## config.mk

```make
export PLATFORM = sky130hd
export DESIGN_NAME = alu_seq
export DESIGN_NICKNAME = d
export VERILOG_FILES = /design/src/rtl/alu_seq.sv
export SDC_FILE = /design/constraint.sdc
export NUM_CORES = 1
export LEC_CHECK = 0
export BUFFER_PORTS_ARGS = -buffer_cell sky130_fd_sc_hd__buf_2
export CAP_MARGIN = 20
export CORE_ASPECT_RATIO = 1.5
export CORE_MARGIN = 2
export CORE_UTILIZATION = 35
export DETAILED_ROUTE_END_ITERATION = 10
export GPL_TIMING_DRIVEN = 0
export PLACE_DENSITY = 0.6
export SYNTH_ARGS = -nofsm -noshare
export SYNTH_HDL_FRONTEND = slang
export SYNTH_SLANG_ARGS = --single-unit
```

## constraint.sdc

```tcl
create_clock -name clk -period 3.88 [get_ports clk]
set_input_delay 0.582 -clock clk [delete_from_list [all_inputs] [get_ports clk]]
set_output_delay 0.582 -clock clk [all_outputs]
set_load 0.05 [all_outputs]
```

## src/rtl/alu_seq.sv

```systemverilog
// Sequential ALU front end: 4x4 register file, one command at a time through
// IDLE -> ISSUE -> EXEC -> WB, with an external combinational ALU.
module alu_seq #(
  parameter bit LOGIC_CLR_C = 1'b1
) (
  input  logic       clk,
  input  logic       reset,
  input  logic       cmd_valid,
  output logic       cmd_ready,
  input  logic       cmd_ld,
  input  logic       cmd_l,
  input  logic [1:0] cmd_op,
  input  logic [1:0] cmd_rd,
  input  logic [1:0] cmd_ra,
  input  logic [1:0] cmd_rb,
  input  logic [3:0] cmd_imm,
  output logic [3:0] alu_a,
  output logic [3:0] alu_b,
  output logic [1:0] alu_op,
  output logic       alu_l,
  input  logic [3:0] alu_r,
  input  logic       alu_zero,
  input  logic       alu_carry,
  input  logic       alu_sign,
  output logic       done,
  output logic [3:0] res,
  output logic       flag_z,
  output logic       flag_c,
  output logic       flag_s,
  input  logic [1:0] dbg_addr,
  output logic [3:0] dbg_data
);

  typedef enum logic [1:0] {IDLE, ISSUE, EXEC, WB} state_e;

  state_e     state_q, state_d;
  logic [3:0] regs_q [4];
  logic [3:0] regs_d [4];
  logic [1:0] rd_q, rd_d;
  logic       isLd_q, isLd_d;
  logic [3:0] wbData_q, wbData_d;
  logic       zero_q, zero_d;
  logic       carry_q, carry_d;
  logic       sign_q, sign_d;
  logic [3:0] aluA_q, aluA_d;
  logic [3:0] aluB_q, aluB_d;
  logic [1:0] aluOp_q, aluOp_d;
  logic       aluL_q, aluL_d;
  logic [3:0] res_q, res_d;
  logic       flagZ_q, flagZ_d;
  logic       flagC_q, flagC_d;
  logic       flagS_q, flagS_d;
  logic       accept;

  // Reset overrides the IDLE state so no command slips in while held.
  assign cmd_ready = (state_q == IDLE) && !reset;
  assign accept    = cmd_valid && cmd_ready;

  always_comb begin
    state_d = state_q;
    case (state_q)
      IDLE:    if (accept) state_d = cmd_ld ? WB : ISSUE;
      ISSUE:   state_d = EXEC;
      EXEC:    state_d = WB;
      WB:      state_d = IDLE;
      default: state_d = IDLE;
    endcase
  end

  // Loads park the immediate in wbData at acceptance; ALU ops overwrite it in EXEC.
  always_comb begin
    regs_d   = regs_q;
    rd_d     = rd_q;
    isLd_d   = isLd_q;
    wbData_d = wbData_q;
    zero_d   = zero_q;
    carry_d  = carry_q;
    sign_d   = sign_q;
    aluA_d   = aluA_q;
    aluB_d   = aluB_q;
    aluOp_d  = aluOp_q;
    aluL_d   = aluL_q;
    res_d    = res_q;
    flagZ_d  = flagZ_q;
    flagC_d  = flagC_q;
    flagS_d  = flagS_q;

    if (accept) begin
      rd_d   = cmd_rd;
      isLd_d = cmd_ld;
      if (cmd_ld) begin
        wbData_d = cmd_imm;
      end else begin
        aluA_d  = regs_q[cmd_ra];
        aluB_d  = regs_q[cmd_rb];
        aluOp_d = cmd_op;
        aluL_d  = cmd_l;
      end
    end

    if (state_q == EXEC) begin
      wbData_d = alu_r;
      zero_d   = alu_zero;
      carry_d  = alu_carry;
      sign_d   = alu_sign;
    end

    if (state_q == WB) begin
      regs_d[rd_q] = wbData_q;
      res_d        = wbData_q;
      if (!isLd_q) begin
        flagZ_d = zero_q;
        flagS_d = sign_q;
        if (!aluL_q) begin
          flagC_d = carry_q;
        end else if (LOGIC_CLR_C) begin
          flagC_d = 1'b0;
        end
      end
    end
  end

  always_ff @(posedge clk or posedge reset) begin
    if (reset) begin
      state_q  <= IDLE;
      for (int i = 0; i < 4; i++) regs_q[i] <= '0;
      rd_q     <= '0;
      isLd_q   <= 1'b0;
      wbData_q <= '0;
      zero_q   <= 1'b0;
      carry_q  <= 1'b0;
      sign_q   <= 1'b0;
      aluA_q   <= '0;
      aluB_q   <= '0;
      aluOp_q  <= '0;
      aluL_q   <= 1'b0;
      res_q    <= '0;
      flagZ_q  <= 1'b0;
      flagC_q  <= 1'b0;
      flagS_q  <= 1'b0;
    end else begin
      state_q  <= state_d;
      regs_q   <= regs_d;
      rd_q     <= rd_d;
      isLd_q   <= isLd_d;
      wbData_q <= wbData_d;
      zero_q   <= zero_d;
      carry_q  <= carry_d;
      sign_q   <= sign_d;
      aluA_q   <= aluA_d;
      aluB_q   <= aluB_d;
      aluOp_q  <= aluOp_d;
      aluL_q   <= aluL_d;
      res_q    <= res_d;
      flagZ_q  <= flagZ_d;
      flagC_q  <= flagC_d;
      flagS_q  <= flagS_d;
    end
  end

  assign alu_a    = aluA_q;
  assign alu_b    = aluB_q;
  assign alu_op   = aluOp_q;
  assign alu_l    = aluL_q;
  assign done     = (state_q == WB);
  assign res      = res_q;
  assign flag_z   = flagZ_q;
  assign flag_c   = flagC_q;
  assign flag_s   = flagS_q;
  assign dbg_data = regs_q[dbg_addr];

endmodule

```

==> impl_metrics.tcl, run 1 <==
set metrics [dict create \
    status "complete, no violations" \
    synth_warnings 0 \
    maxCapViolCount 0 \
    arrival_ns 1.50 \
    powerDensity_nw_per_um2 865.4 \
    final.period_utilization_pct 53.74 \
    slew_viol_final 0 \
    grt_max_degree 26 \
    critical_path_class "in -> out" \
    antenna_found_initial 0 \
    finalWirelength_um 4053 \
    row_count 35 \
    min_path_type "in -> async" \
    drive_gt1_share_pct 53.85 \
    cts_sinks 46 \
    met1_usage_pct 15.30 \
    finalInstanceArea_sq_um 2656 \
    rsz0062_at_grt "no" \
    setup_viol 0 \
    cts-root-buf "clkbuf_8" \
    die_width_um 68.91 \
    final_common_cell "buf_2" \
    grt_pass1_wl_um 6748 \
    die_h_um 101.4 \
    synth_cell_types 23 \
    synthToLayoutAreaGrowth_pct 20.08 \
    grt.overflow.total 0 \
    p_int_mw 1.299 \
    clock_skew_ns 0.01290 \
    wl_per_cell_um 15.07 \
    drt_iter0_markers 18 \
    syn_area_sq_um 2212 \
    cp_max_fo 4 \
    tns_ns 0 \
    met3_usage_pct 3.111 \
    syn_area_per_cell_sq_um 16.15 \
    syn_nets 167 \
    grt_usage_pct 13.41 \
    ctsHtreeMaxLevel 2 \
    die_area_sq_um 6985 \
    cp.required_ns 3.30 \
    hpwl_um 3213 \
    p_leak_nw 1.311 \
    max_freq_ghz 0.4796 \
    synth-async-reset-ratio_pct 100.0 \
    yosysSeqAreaShare_pct 52.04 \
    n_fill_cell 574 \
    ant_nets 0 \
    grt-busiest-layer "met2" \
    core_sq_um 6131 \
    layout_common_cells "buf_2, dfrtp_1, mux2_2" \
    irDropWorstVdd_uv 434.9 \
    ctsResizeCount 0 \
    io_pins 50 \
    comb_power_share_pct 48.8 \
    cts_tree "yes" \
    synth-edff-count 0 \
    cts_setup_buffers 0 \
    period_needed_ns 2.085 \
    seqCellArea_sq_um 1151 \
    critPathCaptureType "output pin" \
    dpl-instance-area_sq_um 2570 \
    clk_pin_slew_ns 0.09 \
    hold_buffers 0 \
    vias_per_cell 4.974 \
    reg2reg_depth 6 \
    drtPass1Iterations 4 \
    cts_buffers 5 \
    num-nets-final 224 \
    clockBufferDepth 2 \
    clk_latency_ns 0.30 \
    vias 1338 \
    switching_share_pct 43.49 \
    synth_cells 137 \
    critPathLaunchType "input port" \
    drcViolationCount 0 \
    switching_power_uw 999.6 \
    n_antenna_cell 0 \
    grt_pass1_vias 1359 \
    grt_use_met2_pct 23.30 \
    relSlewSlack_pct 67.90 \
    hold_viol_final 0 \
    clockPowerShare_pct 12.4 \
    start_util_pct 36.08 \
    synth_ff_type "dfrtp_1" \
    io_buffers 49 \
    multi_input_area_sq_um 1026 \
    seqPwrFrac_pct 38.8 \
    tightest_slew_ns 0.4808 \
    ys_seq_elements 46 \
    gp_congestion 0.7611 \
]
-- cell type report --
type,instances,share of cell area [%]
Buffer,3,0.7536
Clock buffer,6,2.732
Clock inverter,2,0.5181
Inverter,4,0.5652
Multi-Input combinational cell,84,38.62
Sequential cell,46,43.33
Tap cell,74,3.486
Timing Repair Buffer,50,9.986
-- flip-flops by register name (all words and copies together) (netlist names) --
signal and cells:
regs_q 16, flag_s 1, res 4, alu_l 1
flag_c 1, alu_a 4, wbData_q 4, flag_z 1
isLd_q 1, zero_q 1, alu_op 2, sign_q 1
rd_q 2, carry_q 1, alu_b 4, state_q 2
-- Yosys cell counts, types with 2 or more instances --
library cell | instances | share of area (%)
nand3b_1 | 2 | 0.68
mux2i_1 | 7 | 3.2
inv_1 | 4 | 0.68
mux2_2 | 30 | 15
mux4_1 | 8 | 9.5
dfrtp_1 | 46 | 52
o21ai_0 | 5 | 1.1
nand2b_1 | 2 | 0.57
nand2_1 | 6 | 1.0
ha_1 | 4 | 2.3
mux4_2 | 4 | 4.1
mux2_4 | 8 | 5.4
-- worst paths after layout --
path	startpoint	to	slack (ns)
max in group asynchronous	reset	alu_b[0]$_DFFE_PP0P_	3.06
worst max-delay path	dbg_addr[0]	dbg_data[3]	1.79
worst max register to register	state_q[0]$_DFFE_PP0P_	alu_op[0]$_DFFE_PP0P_	2.15
worst min register to register	flag_c$_DFFE_PP0P_	flag_c$_DFFE_PP0P_	0.48
min in group clk	flag_c$_DFFE_PP0P_	flag_c$_DFFE_PP0P_	0.48
worst min-delay path	reset	wbData_q[3]$_DFFE_PP0P_	0.31
-- through the flow --
step                setup slack, ns  total power [mW]  hold WS (ns)  instances  utilization [%]
floorplan                     1.849             1.773        0.4766        137                -
global placement              1.552             2.020        0.4594        260            41.59
detailed placement            1.786             2.039        0.4660        261            41.92
CTS                           1.785             2.332        0.3169        269            43.33
global route                  1.672             2.452        0.3379        269            43.33
finish                        1.795             2.299        0.3134        269            43.33
-- power groups by stage --
stage               sequential [mW]  combinational (mW)  clock, mW
finish                        0.891                1.12      0.285
global route                  0.931                1.21      0.317
CTS                           0.895                1.14      0.300
detailed placement            0.906                1.13          0
global placement              0.899                1.12          0
floorplan                      1.14               0.629          0
-- layer usage --
layer  part of all wire, %  up-vias
met5                     0        -
met4                   2.0        0
met3                   3.9        6
met2                    55       24
met1                    39      681
li1                      -      627
-- worst max-delay path, cell delays in order --
cell	delay, ns
buf_2	0.16
mux4_2	0.53
buf_2	0.23
-- kinds of logic (layout without fill, tap and decap cells) --
logic type | Yosys count | count (layout) | synth area share [%]
multiplexers | 57 | 57 | 37.44
flip-flops | 46 | 46 | 52.04
AND/OR/NAND/NOR | 17 | 17 | 5.316
buffers and inverters | 7 | 65 | 1.583
AO/OA/AOI/OAI | 6 | 6 | 1.357
adder cells (fa/ha/maj) | 4 | 4 | 2.263
(Power assumes the default switching activity.)
==> run 2: changes to the inputs <==
- ABC_AREA: unset -> 1
- PLACE_DENSITY: 0.6 -> 0.59
- clock period: 3.88 -> 2.1 ns (I/O delays scaled with it)
==> run 2 against run 1 <==
Hold slack lost 0.093 ns. First-iteration DRC count grew to 4.3 times the previous value. Non-clock buffer count grew 2. Die area grew 4.4%. Setup slack lost 1.5 ns. Sequential share of layout area shrank 1.3 points. Synthesized cell count grew 120%. Critical path type is now reg -> out. Critical endpoint is now cmd_ready. Highest routed layer unchanged.
==> impl_metrics.tcl, run 2 <==
set metrics [dict create \
    cts_tree "yes" \
    synth_warnings 0 \
    cp_max_fo 4 \
    clk_pin_slew_ns 0.08 \
    setup_viol 0 \
    cp_top_family "buffers and inverters" \
    hold_viol_final 0 \
    grt_pass1_wl_um 8666 \
    cts_setup_buffers 0 \
    num-nets-final 389 \
    maxCapViolCount 0 \
    whs_ns 0.2199 \
    crit_cells 5 \
    cts_sinks 46 \
    multi_input_area_sq_um 967.2 \
    synth_area_leaders "dfrtp_1, nand2_1, o21ai_0, nand3_1, inv_1" \
    p_total_mw 4.101 \
    relSlewSlack_pct 80.90 \
    syn_nets 335 \
    cp.required_ns 1.78 \
    worst_slack_ns 0.2943 \
    antenna_found_initial 0 \
    ys_seq_elements 46 \
    synth-async-reset-ratio_pct 100.0 \
    utilization_pct 42.54 \
    synth_cells 305 \
    ctsResizeCount 0 \
    final.period_utilization_pct 85.99 \
    place_ws_ns -0.04788 \
    irDropWorstVdd_uv 587.0 \
    min_path_type "in -> reg" \
    ant_nets 0 \
    status "complete, no violations" \
    vias 2036 \
    arrival_ns 1.49 \
    drcViolationCount 0 \
    rsz0062_at_grt "no" \
    path_cells "inv_1, ha_1, inv_1, nor2_1, buf_2" \
    seqCellArea_sq_um 1151 \
    cp_common_cell "inv_1" \
    clockBufferDepth 2 \
    critPathCaptureType "output pin" \
    clock_skew_ns 0.005322 \
    powerDensity_nw_per_um2 1497 \
    p_leak_nw 1.547 \
    endpoint "cmd_ready" \
    synthToLayoutAreaGrowth_pct 18.44 \
    largest_reg_flops 16 \
    io_buffers 45 \
    synth_top_cell_area_share_pct 49.76 \
    largest_register "regs_q" \
    die_h_um 103.6 \
    syn_area_sq_um 2313 \
    rrSetupSlack_ns 0.68 \
    core_sq_um 6441 \
    netlist.top_cell.by_area "dfrtp_1" \
    drtPass1Iterations 4 \
    timing.critical_path.from "state_q[0]$_DFFE_PP0P_" \
    start_util_pct 35.92 \
    drive_gt1_share_pct 17.55 \
    n_antenna_cell 0 \
    hpwl_um 3984 \
    syn_area_per_cell_sq_um 7.585 \
    row_count 36 \
    grt_pass1_vias 1943 \
    io_pins 50 \
    cts-root-buf "clkbuf_8" \
    max_freq_ghz 0.5538 \
    slowest_delay_ns 0.38 \
    n_fill_cell 707 \
    slew_viol_final 0 \
    finalWirelength_um 5207 \
    synth_ff_type "dfrtp_1" \
    reg2reg_depth 7 \
    drt_iter0_markers 77 \
    reg2reg_from "state_q[0]$_DFFE_PP0P_" \
    hold_buffers 0 \
    grt_usage_pct 14.97 \
    fin_cells 435 \
    period_needed_ns 1.806 \
    final_common_cell "nand2_1" \
    ctsHtreeMaxLevel 2 \
    cts_buffers 5 \
    critical_path_class "reg -> out" \
    synth-edff-count 0 \
    critPathLaunchType "flop" \
    gp_congestion 0.9078 \
    wl_per_cell_um 11.97 \
    die_area_sq_um 7290 \
    yosysSeqAreaShare_pct 49.76 \
    synth.most_common_cell "nand2_1" \
    grt_max_degree 48 \
    die_width_um 70.38 \
    slowest_stage "dfrtp_1" \
    placed_cells 426 \
    layout_common_cells "nand2_1, buf_2, dfrtp_1" \
    grt.overflow.total 0 \
    r2r-end "alu_a[2]$_DFFE_PP0P_" \
    tightest_slew_ns 0.2856 \
    clk_latency_ns 0.29 \
    synth_top_cells_by_count "nand2_1, dfrtp_1, inv_1" \
    cp_num_buf_inv 3 \
    vias_per_cell 4.680 \
    synth_cell_types 16 \
]
[run 2: cell types whose count changed in the layout (fill, tap and decap cells not counted), sizes merged, moves of 7 or more]
cell	change
inv	+34
a21oi	+7
nand2	+123
mux4	-12
o21ai	+28
mux2	-38
nand3	+29
mux2i	-7
[run 2: cell families (layout without fill, tap and decap cells)]
logic type               count (synthesis)  in the layout  synth area share (%)
AO/OA/AOI/OAI                           45             45                 10.17
AND/OR/NAND/NOR                        164            164                 29.48
flip-flops                              46             46                 49.76
buffers and inverters                   46            100                 8.437
adder cells (fa/ha/maj)                  4              4                 2.163
[run 2: worst min-delay path by stage]
stage                               start                    end  slack (ns)  cells after the start
floorplan                           reset   alu_a[0]$_DFFE_PP0P_        0.36                      1
global placement    alu_op[0]$_DFFE_PP0P_  alu_op[0]$_DFFE_PP0P_        0.45                      2
detailed placement  alu_op[0]$_DFFE_PP0P_  alu_op[0]$_DFFE_PP0P_        0.46                      2
CTS                             alu_carry    carry_q$_DFFE_PP0P_        0.21                      3
global route                    cmd_op[0]  alu_op[0]$_DFFE_PP0P_        0.22                      3
finish                          alu_carry    carry_q$_DFFE_PP0P_        0.22                      3
[run 2: area by class of cell]
class	instances	share of cell area (%)
Buffer	8	1.918
Clock buffer	7	2.785
Timing Repair Buffer	47	9.315
Sequential cell	46	42.01
Tap cell	76	3.470
Multi-Input combinational cell	213	35.30
Inverter	38	5.205
[run 2: worst reg2reg max path: stages, from the launching register on]
cell and delay, ns:
dfrtp_1 0.38, inv_1 0.12, ha_1 0.25, nand3_4 0.17, nor2_8 0.16, inv_2 0.10, nand2_1 0.07, nand2_1 0.05
[run 2: per-layer routing]
metal / share of wire [%] / vias up / global-route usage [%]
li1: - / 1064 / -
met1: 41 / 910 / 17.56
met2: 51 / 48 / 25.00
met3: 4.1 / 14 / 2.529
met4: 4.0 / 0 / 9.203
met5: 0 / - / 0
[run 2: power by group]
group / total (mW) / switching [mW] / leakage [nW] / internal (mW)
combinational: 2.08 / 1.53 / 0.922 / 0.547
clock: 0.502 / 0.272 / 0.0383 / 0.230
sequential: 1.52 / 0.227 / 0.587 / 1.29
total: 4.10 / 2.03 / 1.55 / 2.07
[run 2: through the flow]
| stage | TNS (ns) | instance area [sq um] |
|---|---|---|
| floorplan | 0 | 2313 |
| global placement | -0.3070 | 2634 |
| detailed placement | -0.4363 | 2634 |
| CTS | 0 | 2710 |
| global route | 0 | 2740 |
| finish | 0 | 2740 |
